[src/rtl/memory_access_pkg.sv]
// Shared types for the memory stage: pipeline payloads, data-bus request/response,
// access-size encoding and the memory-stage FSM state.
package memory_access_pkg;

  localparam int ADDR_W = 64;
  localparam int XLEN   = 64;

  typedef enum logic [1:0] {
    MSIZE1 = 2'd0,
    MSIZE2 = 2'd1,
    MSIZE4 = 2'd2,
    MSIZE8 = 2'd3
  } msize_t;

  typedef struct packed {
    logic   regwrite;
    logic   memread;
    logic   memwrite;
    logic   memsext;
    msize_t msize;
  } ctl_t;

  typedef struct packed {
    logic            valid;
    logic [63:0]     pc;
    logic [XLEN-1:0] alu_out;
    logic [XLEN-1:0] srcb;
    logic [4:0]      dst;
    ctl_t            ctl;
  } execute_data_t;

  typedef struct packed {
    logic            valid;
    logic [63:0]     pc;
    logic [4:0]      dst;
    ctl_t            ctl;
    logic [XLEN-1:0] result;
    logic            misalign;
  } memory_data_t;

  typedef struct packed {
    logic              valid;
    logic [ADDR_W-1:0] addr;
    msize_t            size;
    logic [7:0]        strobe;
    logic [63:0]       data;
  } dbus_req_t;

  typedef struct packed {
    logic        addr_ok;
    logic        data_ok;
    logic [63:0] data;
  } dbus_resp_t;

  typedef enum logic [1:0] {
    IDLE = 2'd0,
    BUSY = 2'd1,
    DONE = 2'd2
  } state_t;

  typedef struct packed {
    state_t state;
    logic   addrAccepted;
  } dbg_t;

  // An access is aligned when its byte offset is a multiple of its size.
  function automatic logic isAligned(input logic [2:0] offset, input msize_t size);
    logic ok;
    case (size)
      MSIZE1:  ok = 1'b1;
      MSIZE2:  ok = (offset[0] == 1'b0);
      MSIZE4:  ok = (offset[1:0] == 2'b00);
      MSIZE8:  ok = (offset == 3'b000);
      default: ok = 1'b0;
    endcase
    return ok;
  endfunction

endpackage

[src/rtl/memory_access_memdata_align.sv]
// Byte-lane formatting for the data bus: store strobe/data placement and
// load-data extraction with sign or zero extension.
module memdata_align
  import memory_access_pkg::*;
(
  input  logic [2:0]      storeOffset,
  input  msize_t          storeSize,
  input  logic [XLEN-1:0] storeIn,
  output logic [7:0]      strobe,
  output logic [63:0]     storeOut,
  input  logic [2:0]      loadOffset,
  input  msize_t          loadSize,
  input  logic            loadSext,
  input  logic [63:0]     loadIn,
  output logic [XLEN-1:0] loadOut
);

  logic [7:0]  sizeMask;
  logic [63:0] shifted;

  always_comb begin
    case (storeSize)
      MSIZE1:  sizeMask = 8'h01;
      MSIZE2:  sizeMask = 8'h03;
      MSIZE4:  sizeMask = 8'h0F;
      default: sizeMask = 8'hFF;
    endcase
    strobe   = sizeMask << storeOffset;
    storeOut = storeIn << {storeOffset, 3'b000};
  end

  // Bring the addressed lane down to bit 0, then truncate and extend.
  always_comb begin
    shifted = loadIn >> {loadOffset, 3'b000};
    case (loadSize)
      MSIZE1:  loadOut = {{56{loadSext & shifted[7]}},  shifted[7:0]};
      MSIZE2:  loadOut = {{48{loadSext & shifted[15]}}, shifted[15:0]};
      MSIZE4:  loadOut = {{32{loadSext & shifted[31]}}, shifted[31:0]};
      default: loadOut = shifted;
    endcase
  end

endmodule

[src/rtl/memory_access.sv]
// Memory stage: issues loads/stores on the data bus, stalls the front of the
// pipeline while an access is outstanding and hands results to writeback.
module memory_access
  import memory_access_pkg::*;
(
  input  logic          clk,
  input  logic          reset,
  input  execute_data_t dataE,
  output dbus_req_t     dreq,
  input  dbus_resp_t    dresp,
  input  logic          downstream_stall,
  output memory_data_t  dataM,
  output logic          stallM,
  output dbg_t          dbg
);

  // Handshakes: a dataM result is consumed in a cycle with dataM.valid=1 and
  // downstream_stall=0; a bus request is live while dreq.valid=1 and holds
  // every field until the cycle dresp.data_ok=1, which ends it.

  state_t       state, stateNext;
  dbus_req_t    reqQ;
  logic [63:0]  pcQ;
  logic [4:0]   dstQ;
  ctl_t         ctlQ;
  memory_data_t holdQ, completed;
  logic         addrAcceptedQ;

  logic            isMemOp, aligned, accept, capture;
  logic [7:0]      storeStrobe;
  logic [63:0]     storeData;
  logic [XLEN-1:0] loadData;

  assign isMemOp = dataE.valid && (dataE.ctl.memread || dataE.ctl.memwrite);
  assign aligned = isAligned(dataE.alu_out[2:0], dataE.ctl.msize);

  memdata_align uAlign (
    .storeOffset (dataE.alu_out[2:0]),
    .storeSize   (dataE.ctl.msize),
    .storeIn     (dataE.srcb),
    .strobe      (storeStrobe),
    .storeOut    (storeData),
    .loadOffset  (reqQ.addr[2:0]),
    .loadSize    (reqQ.size),
    .loadSext    (ctlQ.memsext),
    .loadIn      (dresp.data),
    .loadOut     (loadData)
  );

  // Result of the outstanding access, valid in the data_ok cycle.
  always_comb begin
    completed          = '0;
    completed.valid    = 1'b1;
    completed.pc       = pcQ;
    completed.dst      = dstQ;
    completed.ctl      = ctlQ;
    completed.result   = ctlQ.memread ? loadData : '0;
    completed.misalign = 1'b0;
  end

  always_comb begin
    stateNext      = state;
    stallM         = 1'b0;
    accept         = 1'b0;
    capture        = 1'b0;
    dataM          = '0;
    dataM.valid    = dataE.valid;
    dataM.pc       = dataE.pc;
    dataM.dst      = dataE.dst;
    dataM.ctl      = dataE.ctl;
    dataM.result   = dataE.alu_out;
    dataM.misalign = 1'b0;
    case (state)
      IDLE: begin
        if (isMemOp) begin
          if (!aligned) begin
            dataM.misalign = 1'b1;
          end else begin
            accept      = 1'b1;
            stallM      = 1'b1;
            dataM.valid = 1'b0;
            stateNext   = BUSY;
          end
        end
      end
      BUSY: begin
        stallM      = 1'b1;
        dataM.valid = 1'b0;
        if (dresp.data_ok) begin
          if (downstream_stall) begin
            capture   = 1'b1;
            stateNext = DONE;
          end else begin
            dataM     = completed;
            stallM    = 1'b0;
            stateNext = IDLE;
          end
        end
      end
      DONE: begin
        // Replay the held result; dataE is still the finished op, so no reissue.
        dataM  = holdQ;
        stallM = downstream_stall;
        if (!downstream_stall) stateNext = IDLE;
      end
      default: stateNext = IDLE;
    endcase
  end

  always_ff @(posedge clk) begin
    if (reset) begin
      state         <= IDLE;
      reqQ          <= '0;
      pcQ           <= '0;
      dstQ          <= '0;
      ctlQ          <= '0;
      holdQ         <= '0;
      addrAcceptedQ <= 1'b0;
    end else begin
      state <= stateNext;
      if (accept) begin
        reqQ.valid    <= 1'b1;
        reqQ.addr     <= dataE.alu_out[ADDR_W-1:0];
        reqQ.size     <= dataE.ctl.msize;
        reqQ.strobe   <= dataE.ctl.memwrite ? storeStrobe : 8'h00;
        reqQ.data     <= storeData;
        pcQ           <= dataE.pc;
        dstQ          <= dataE.dst;
        ctlQ          <= dataE.ctl;
        addrAcceptedQ <= 1'b0;
      end else if (state == BUSY) begin
        if (dresp.data_ok) reqQ.valid <= 1'b0;
        if (dresp.addr_ok) addrAcceptedQ <= 1'b1;
      end
      if (capture) holdQ <= completed;
    end
  end

  assign dreq             = reqQ;
  assign dbg.state        = state;
  assign dbg.addrAccepted = addrAcceptedQ;

endmodule

[config.mk]
export PLATFORM = sky130hd
export DESIGN_NAME = memory_access
export DESIGN_NICKNAME = d
export VERILOG_FILES = /design/src/rtl/memory_access_pkg.sv /design/src/rtl/memory_access_memdata_align.sv /design/src/rtl/memory_access.sv
export SDC_FILE = /design/constraint.sdc
export NUM_CORES = 1
export LEC_CHECK = 0
export ABC_AREA = 1
export BUFFER_PORTS_ARGS = -buffer_cell sky130_fd_sc_hd__buf_4
export CORE_ASPECT_RATIO = 0.9
export CORE_MARGIN = 3
export CORE_UTILIZATION = 40
export DETAILED_ROUTE_END_ITERATION = 8
export PLACE_DENSITY = 0.75
export SETUP_SLACK_MARGIN = 0.4
export SLEW_MARGIN = 20
export SYNTH_ARGS = -nofsm -noshare
export SYNTH_HDL_FRONTEND = slang
export SYNTH_SLANG_ARGS = --single-unit
[constraint.sdc]
create_clock -name clk -period 1.7 [get_ports clk]
set_input_delay 0.085 -clock clk [delete_from_list [all_inputs] [get_ports clk]]
set_output_delay 0.085 -clock clk [all_outputs]
set_load 0.01 [all_outputs]
==> results by group, run 1 <==
Setup path
  • Critical Path Sink: dataM[51]
  • CP max-delay cell: dfxtp_4
  • CP delay by family, top: buffers and inverters
  • Worst Reg-to-Reg Cells: 16
  • Most used cell along the critical path: nand2_2
  • Maximum fanout along the worst path: 8
  • Cell Chain, Critical Path: buf_12 -> buf_12 -> clkinv_8 -> nand2_2 -> nand3_2 -> nand3_2 -> nand2_2 -> nand2_4 -> nand4_1 -> buf_6 -> buf_12 -> buf_16 -> nand2_4 -> nand2_2 -> nand2_2 -> a21oi_2 -> buf_4
  • FF-to-FF Start: dreq[74]
  • CP Buf/Inv Count: 7
  • R2R Setup Slk: -270 ps
  • Kind of critical path: register to primary output
  • Worst path max stage delay: 360 ps
  • Critical Path AT: 2680 ps
  • Crit path depth: 17
  • Crit. Startpoint: dreq[74]
  • Worst Path Required: 1620 ps
  • Endpoint type of the worst setup path: primary output
  • RR Endpoint: holdQ[9]
  • Startpoint Class: register

Final layout
  • Multi-input gate area: 0.0125 sq mm
  • Nets: 4203
  • Sequential cell area: 0.00712 sq mm
  • Total of fill cells in the finished design: 3663
  • Commonest non-fill, non-tap cells in the layout: 744 x buf_4, 491 x nand2_1, 402 x nor2_1
  • Layout Cells excl Fill: 4575
  • Share of cells above drive strength 1: 0.362
  • Util after Layout: 0.695
  • Most common cell after layout, fill and taps aside: buf_4
  • Syn-to-layout area delta: 69.1%

Global route
  • Vias in the first global route: 23600
  • Initial antenna violation count: 2
  • Total track usage: 0.338
  • Largest net degree at the start of global routing: 94
  • Total global routing overflow: 0
  • First-pass GRT wire length: 137000 um

Clocking
  • TritonCTS clock tree: built
  • Clk buf depth: 3
  • Clk pin slew, worst setup/hold paths: 70 ps
  • H-tree Lvls: 2
  • CTS sink cnt: 355
  • Worst-skew pair later-pin latency: 570 ps
  • Clock buffer count from CTS: 42
  • Root Buffer: clkbuf_16

STA
  • Final Hold Vio Count: 0
  • Max Clock Skew: 23.4 ps
  • RSZ-0062 raised after global routing: true
  • Max-slew violations: 0
  • Final worst slack: -1060 ps
  • Worst Tran Pin Value: 660 ps
  • Minimum clock period: 2760 ps
  • Final hold slack: 38.0 ps
  • Fmax: 362 MHz
  • Final setup viols: 206
  • Final worst-path cycle share: 1.62
  • Slew headroom: 0.560

Die
  • Die ar.: 0.0513 sq mm
  • Top Ports: 557
  • Die Span Y: 215 um
  • Starting Density: 0.411
  • DIE WIDTH: 238 um
  • Core box area: 0.0473 sq mm
  • Cell Rows: 75

Detailed routing
  • DRT Pass-1 Iters: 6
  • Antenna-violating nets left: 0
  • WL/cell: 21.7 um
  • Detailed-route via count: 26100
  • Drt initial violations: 2871
  • WL final: 99500 um
  • Via density: 5.71
  • Remaining routing DRC violations: 0

Yosys
  • Fraction of registers with async set/reset: 0
  • Synth unique cells: 40
  • Synth warnings: 0
  • Mapped Area: 0.0194 sq mm
  • Avg Synthesized Cell Area: 6.43 sq um
  • Main synth FF type: dfxtp_1
  • Cells after synthesis: 3022
  • Synthesized Nets: 3299
  • EDFF count, synth: 0
  • Sequential share of the synthesized area: 0.366
  • #FFs+latches synth: 355

Placement
  • Port bufs: 556
  • Post-DP HPWL: 64800 um
  • RD Place Congestion: 1.05
  • Placed insts: 4240

Power
  • Power per cell area: 944 mW/mm^2
  • P_leak: 15.2 nW
  • Peak supply drop: 0.706 mV

Hold path
  • Hold/Removal Path Class: primary input to register

Run status
  • Status: finished with violations
  • Failing checks: setup timing

Job
  • Max Cap Viol: 0
per-stage QoR:
step	instance area (sq um)	setup TNS, ps	setup WS (ps)	power, mW
final	32900	-118710	-1060	31.0
after global routing	32900	-139280	-1130	32.1
after floorplan	20200	-0.139	-0.139	14.5
after global placement	26600	-32000	-472	19.5
after CTS	30500	-108400	-966	29.3
after detailed placement	26600	-35520	-492	19.5
per-layer routing:
layer / vias up / part of all wire / global-route usage
met4: 0 / 0.063 / 0.167
li1: 11900 / - / -
met2: 1609 / 0.46 / 0.548
met1: 12200 / 0.38 / 0.422
met3: 400 / 0.099 / 0.0781
met5: - / 0 / 0
layout make-up:
class,count,area share
Timing Repair Buffer,1117,0.315
Clock inverter,16,0.00510
Tap cell,616,0.0235
Inverter,166,0.0208
Sequential cell,355,0.217
Multi-Input combinational cell,2241,0.381
Antenna cell,2,0.000152
Clock buffer,59,0.0361
Timing Repair inverter,3,0.00118
worst min path at each step:
stage | start | to | slack, ps | depth (start not counted)
4_1_cts | dataE[20] | dreq[9] | 10 | 5
6_report | dataE[23] | dreq[52] | 40 | 7
5_1_grt | dataE[69] | dreq[58] | 60 | 6
2_1_floorplan | dataE[3] | dreq[66] | 230 | 2
3_3_place_gp | dataE[163] | pcQ[24] | 330 | 3
3_5_place_dp | dataE[174] | pcQ[35] | 330 | 3
state kept, by name, summed over array words and instances (netlist names):
| register | flops |
|---|---|
| completed | 6 |
| dstQ | 5 |
| dreq | 137 |
| state | 2 |
| holdQ | 140 |
| addrAcceptedQ | 1 |
| pcQ | 64 |
cell usage after synthesis, drive strengths merged (4+ instances only):
| master | count | share of area |
|---|---|---|
| a211oi | 5 | 0.0019 |
| a21oi | 353 | 0.091 |
| a22o | 72 | 0.032 |
| a22oi | 10 | 0.0039 |
| a31oi | 29 | 0.0093 |
| buf | 89 | 0.026 |
| clkbuf | 171 | 0.033 |
| clkinv | 6 | 0.0012 |
| dfxtp | 355 | 0.37 |
| ha | 4 | 0.0026 |
| inv | 160 | 0.031 |
| mux2i | 14 | 0.0072 |
| nand2 | 652 | 0.13 |
| nand3 | 115 | 0.030 |
| nor2 | 418 | 0.082 |
| o211ai | 9 | 0.0035 |
| o21a | 12 | 0.0046 |
| o21ai | 493 | 0.13 |
| o221ai | 9 | 0.0041 |
| o22ai | 14 | 0.0045 |
| o31ai | 19 | 0.0073 |
| or2 | 5 | 0.0016 |
power breakdown:
part           switching (mW)  internal (mW)
sequential              0.401           8.85
combinational            6.97           5.69
clock                    3.89           5.21
tightest hold or removal path, cell delays in order:
cell and delay, ps:
buf_4 110, nand2_1 50, nand2_1 60, inv_1 50, o22ai_1 70, nand2_1 60
a31oi_1 70
cells by family (layout without fill, tap and decap cells):
family | count (synthesis) | after routing | share of synthesized area
compound gates | 1028 | 1028 | 0.291
fa+ha+maj | 4 | 4 | 0.00258
mux | 14 | 14 | 0.00721
other cells | 0 | 2 | 0
flops | 355 | 355 | 0.366
simple gates | 1195 | 1195 | 0.242
buf+inv | 426 | 1361 | 0.0914
repair_timing:
action,CTS,global route
cloned,5,17
hold endpoints to repair,181,0
pin swaps,26,142
hold buffers,184,0
setup endpoints to repair,501,504
setup buffers,21,31
gates resized for setup,121,541
(Power assumes the default switching activity.)
==> run 2: changes to the inputs <==
TNS_END_PERCENT = 1   (was default)
==> run 2 against run 1 <==
The flow still finishes with violations (setup timing). Clock power is 3.6% higher. Highest routed layer is now met5. Core utilization fell by 4.0 points. Die area is the same. Flip-flop and latch count is the same. Clock skew shrank 3.2 ps. Sequential power fell by 0.8%.
==> results by group, run 2 (synthesis results as in run 1) <==
Run status
  • Status: finished with violations (unchanged)
  • Failing checks: setup timing (unchanged)

STA
  • Fmax: 370 MHz (was 362 MHz)
  • Final setup viols: 194 (was 206)
  • Minimum clock period: 2700 ps (was 2760 ps)
  • Final Hold Vio Count: 0 (unchanged)
  • Worst Tran Pin Value: 809 ps (was 660 ps)
  • Setup TNS: -103450 ps (was -118710 ps)
  • Slew headroom: 0.460 (was 0.560)
  • Final worst-path cycle share: 1.59 (was 1.62)
  • Max-slew violations: 0 (unchanged)
  • Final worst slack: -1000 ps (was -1060 ps)
  • Final hold slack: 23.6 ps (was 38.0 ps)
  • RSZ-0062 raised after global routing: true (unchanged)
  • Max Clock Skew: 20.2 ps (was 23.4 ps)

Detailed routing
  • Met2 Wirelength: 41000 um (was 45800 um)
  • Met3 WL post-DR: 9410 um (was 9880 um)
  • DRT Pass-1 Iters: 6 (unchanged)
  • WL final: 90800 um (was 99500 um)
  • Via density: 5.55 (was 5.71)
  • Drt initial violations: 2605 (was 2871)
  • Antenna-violating nets left: 0 (unchanged)
  • WL/cell: 20.2 um (was 21.7 um)
  • Top sig layer: met5 (was met4)
  • Remaining routing DRC violations: 0 (unchanged)
  • Metal-1 WL: 35200 um (was 37500 um)
  • Detailed-route via count: 24900 (was 26100)

Setup path
  • CP max-delay cell: dfxtp_4 (unchanged)
  • Startpoint Class: register (unchanged)
  • Endpoint type of the worst setup path: primary output (unchanged)
  • Kind of critical path: register to primary output (unchanged)
  • CP Buf/Inv Count: 5 (was 7)
  • Worst Path Required: 1620 ps (about the same)
  • Maximum fanout along the worst path: 8 (unchanged)
  • Cell Chain, Critical Path: buf_12 -> buf_12 -> nand2_2 -> nand2_1 -> nand2_2 -> nand3_2 -> nand3_2 -> nand4_1 -> buf_6 -> buf_12 -> nand2_2 -> nand2_2 -> nand2_2 -> a21oi_2 -> buf_4 (was buf_12 -> buf_12 -> clkinv_8 -> nand2_2 -> nand3_2 -> nand3_2 -> nand2_2 -> nand2_4 -> nand4_1 -> buf_6 -> buf_12 -> buf_16 -> nand2_4 -> nand2_2 -> nand2_2 -> a21oi_2 -> buf_4)
  • CP delay by family, top: buffers and inverters (unchanged)
  • Worst path max stage delay: 390 ps (was 360 ps)
  • Most used cell along the critical path: nand2_2 (unchanged)
  • Critical Path AT: 2610 ps (was 2680 ps)

Global route
  • Vias in the first global route: 23200 (was 23600)
  • Initial antenna violation count: 6 (was 2)
  • Largest net degree at the start of global routing: 68 (was 94)
  • First-pass GRT wire length: 134000 um (was 137000 um)
  • Total track usage: 0.330 (was 0.338)
  • Total global routing overflow: 0 (unchanged)

Clocking
  • Worst-skew pair later-pin latency: 550 ps (was 570 ps)
  • H-tree Lvls: 2 (unchanged)
  • CTS sink cnt: 355 (unchanged)
  • Root Buffer: clkbuf_16 (unchanged)
  • Clock buffer count from CTS: 40 (was 42)
  • Clk buf depth: 3 (unchanged)
  • TritonCTS clock tree: built (unchanged)
  • Clk pin slew, worst setup/hold paths: 70 ps (about the same)

Hold path
  • Hold/Removal Path Class: primary input to register (unchanged)

Final layout
  • Total of fill cells in the finished design: 3970 (was 3663)
  • Number of flip-flops in the largest register: 140 (unchanged)
  • Most common cell after layout, fill and taps aside: buf_4 (unchanged)
  • Syn-to-layout area delta: 59.4% (was 69.1%)
  • Largest reg by FF count: holdQ (unchanged)
  • Share of cells above drive strength 1: 0.320 (was 0.362)
  • Nets: 4117 (was 4203)
  • Util after Layout: 0.655 (was 0.695)
  • Commonest non-fill, non-tap cells in the layout: 767 x buf_4, 576 x nand2_1, 396 x nor2_1 (was 744 x buf_4, 491 x nand2_1, 402 x nor2_1)
  • Layout Cells excl Fill: 4488 (was 4575)

Die
  • DIE WIDTH: 238 um (unchanged)
  • Starting Density: 0.411 (unchanged)
  • Cell Rows: 75 (unchanged)
  • Top Ports: 557 (unchanged)
  • Core box area: 0.0473 sq mm (unchanged)
  • Die ar.: 0.0513 sq mm (unchanged)
  • Die Span Y: 215 um (unchanged)

Placement
  • RD Place Congestion: 1.03 (was 1.05)
  • Placed insts: 4219 (was 4240)
  • Post-DP HPWL: 63800 um (was 64800 um)
  • Port bufs: 556 (unchanged)
  • Post-place setup slack: -577 ps (was -492 ps)

Power
  • P_leak: 13.8 nW (was 15.2 nW)
  • Peak supply drop: 0.647 mV (was 0.706 mV)
  • Power per cell area: 965 mW/mm^2 (was 944 mW/mm^2)

Job
  • Max Cap Viol: 0 (unchanged)
-- run 2: cell types whose count changed in the layout (fill, tap and decap cells not counted), moves of 10 or more --
cell	previous run	this run
a21oi_1	273	259
a21oi_2	71	94
buf_12	59	48
buf_4	744	767
buf_6	105	27
clkbuf_16	56	43
nand2_1	491	576
nand2_2	92	58
nand2_4	67	16
nor2_4	7	17
o21ai_0	220	257
o21ai_1	173	184
o21ai_2	92	49
-- run 2: worst min-delay path: stages --
cell     delay [ps]
buf_4           100
a22oi_1         100
nor2_1          100
a31oi_1          60
o21ai_2          90
-- run 2: final timing paths --
| check | slack (ps) | end | cells after the start | from |
|---|---|---|---|---|
| min | 20 | dreq[48] | 5 | dataE[11] |
| min reg2reg | 450 | holdQ[86] | 2 | holdQ[86] |
| max reg2reg | -230 | holdQ[56] | 13 | dreq[74] |
| max | -1000 | dataM[37] | 15 | dreq[74] |
-- run 2: power breakdown --
group          internal (mW)  switching, mW
clock network           5.69           3.74
logic                   4.92           6.34
registers               8.85          0.328
-- run 2: layout make-up --
class	instances	area, sq um	area share
clock inverter	17	260	0.00840
timing repair inverter	1	11.3	0.000364
antenna	2	5.00	0.000162
sequential	355	7120	0.230
tap	616	771	0.0249
timing repair buffer	1035	9120	0.295
clock buffer	55	1160	0.0374
inverter	166	692	0.0223
multi-input combinational	2241	11800	0.382
-- run 2: routing by layer --
metal,track usage,vias up
met5,0,-
met4,0.157,8
met3,0.0810,287
met2,0.537,1474
met1,0.409,11400
li1,-,11800
-- run 2: timing repair --
action | CTS | global route
pin swaps | 19 | 107
setup buffers | 6 | 5
hold buffers | 178 | 0
cloned | 2 | 4
setup endpoints to repair | 503 | 503
resized for setup | 107 | 344
endpoints found under the hold margin | 182 | 0
-- run 2: metrics by stage --
step | power [mW] | cell area (sq um)
2_1_floorplan | 14.2 | 19800
3_3_place_gp | 19.2 | 26200
3_5_place_dp | 19.2 | 26200
4_1_cts | 29.2 | 29800
5_1_grt | 31.0 | 31000
6_report | 29.9 | 31000
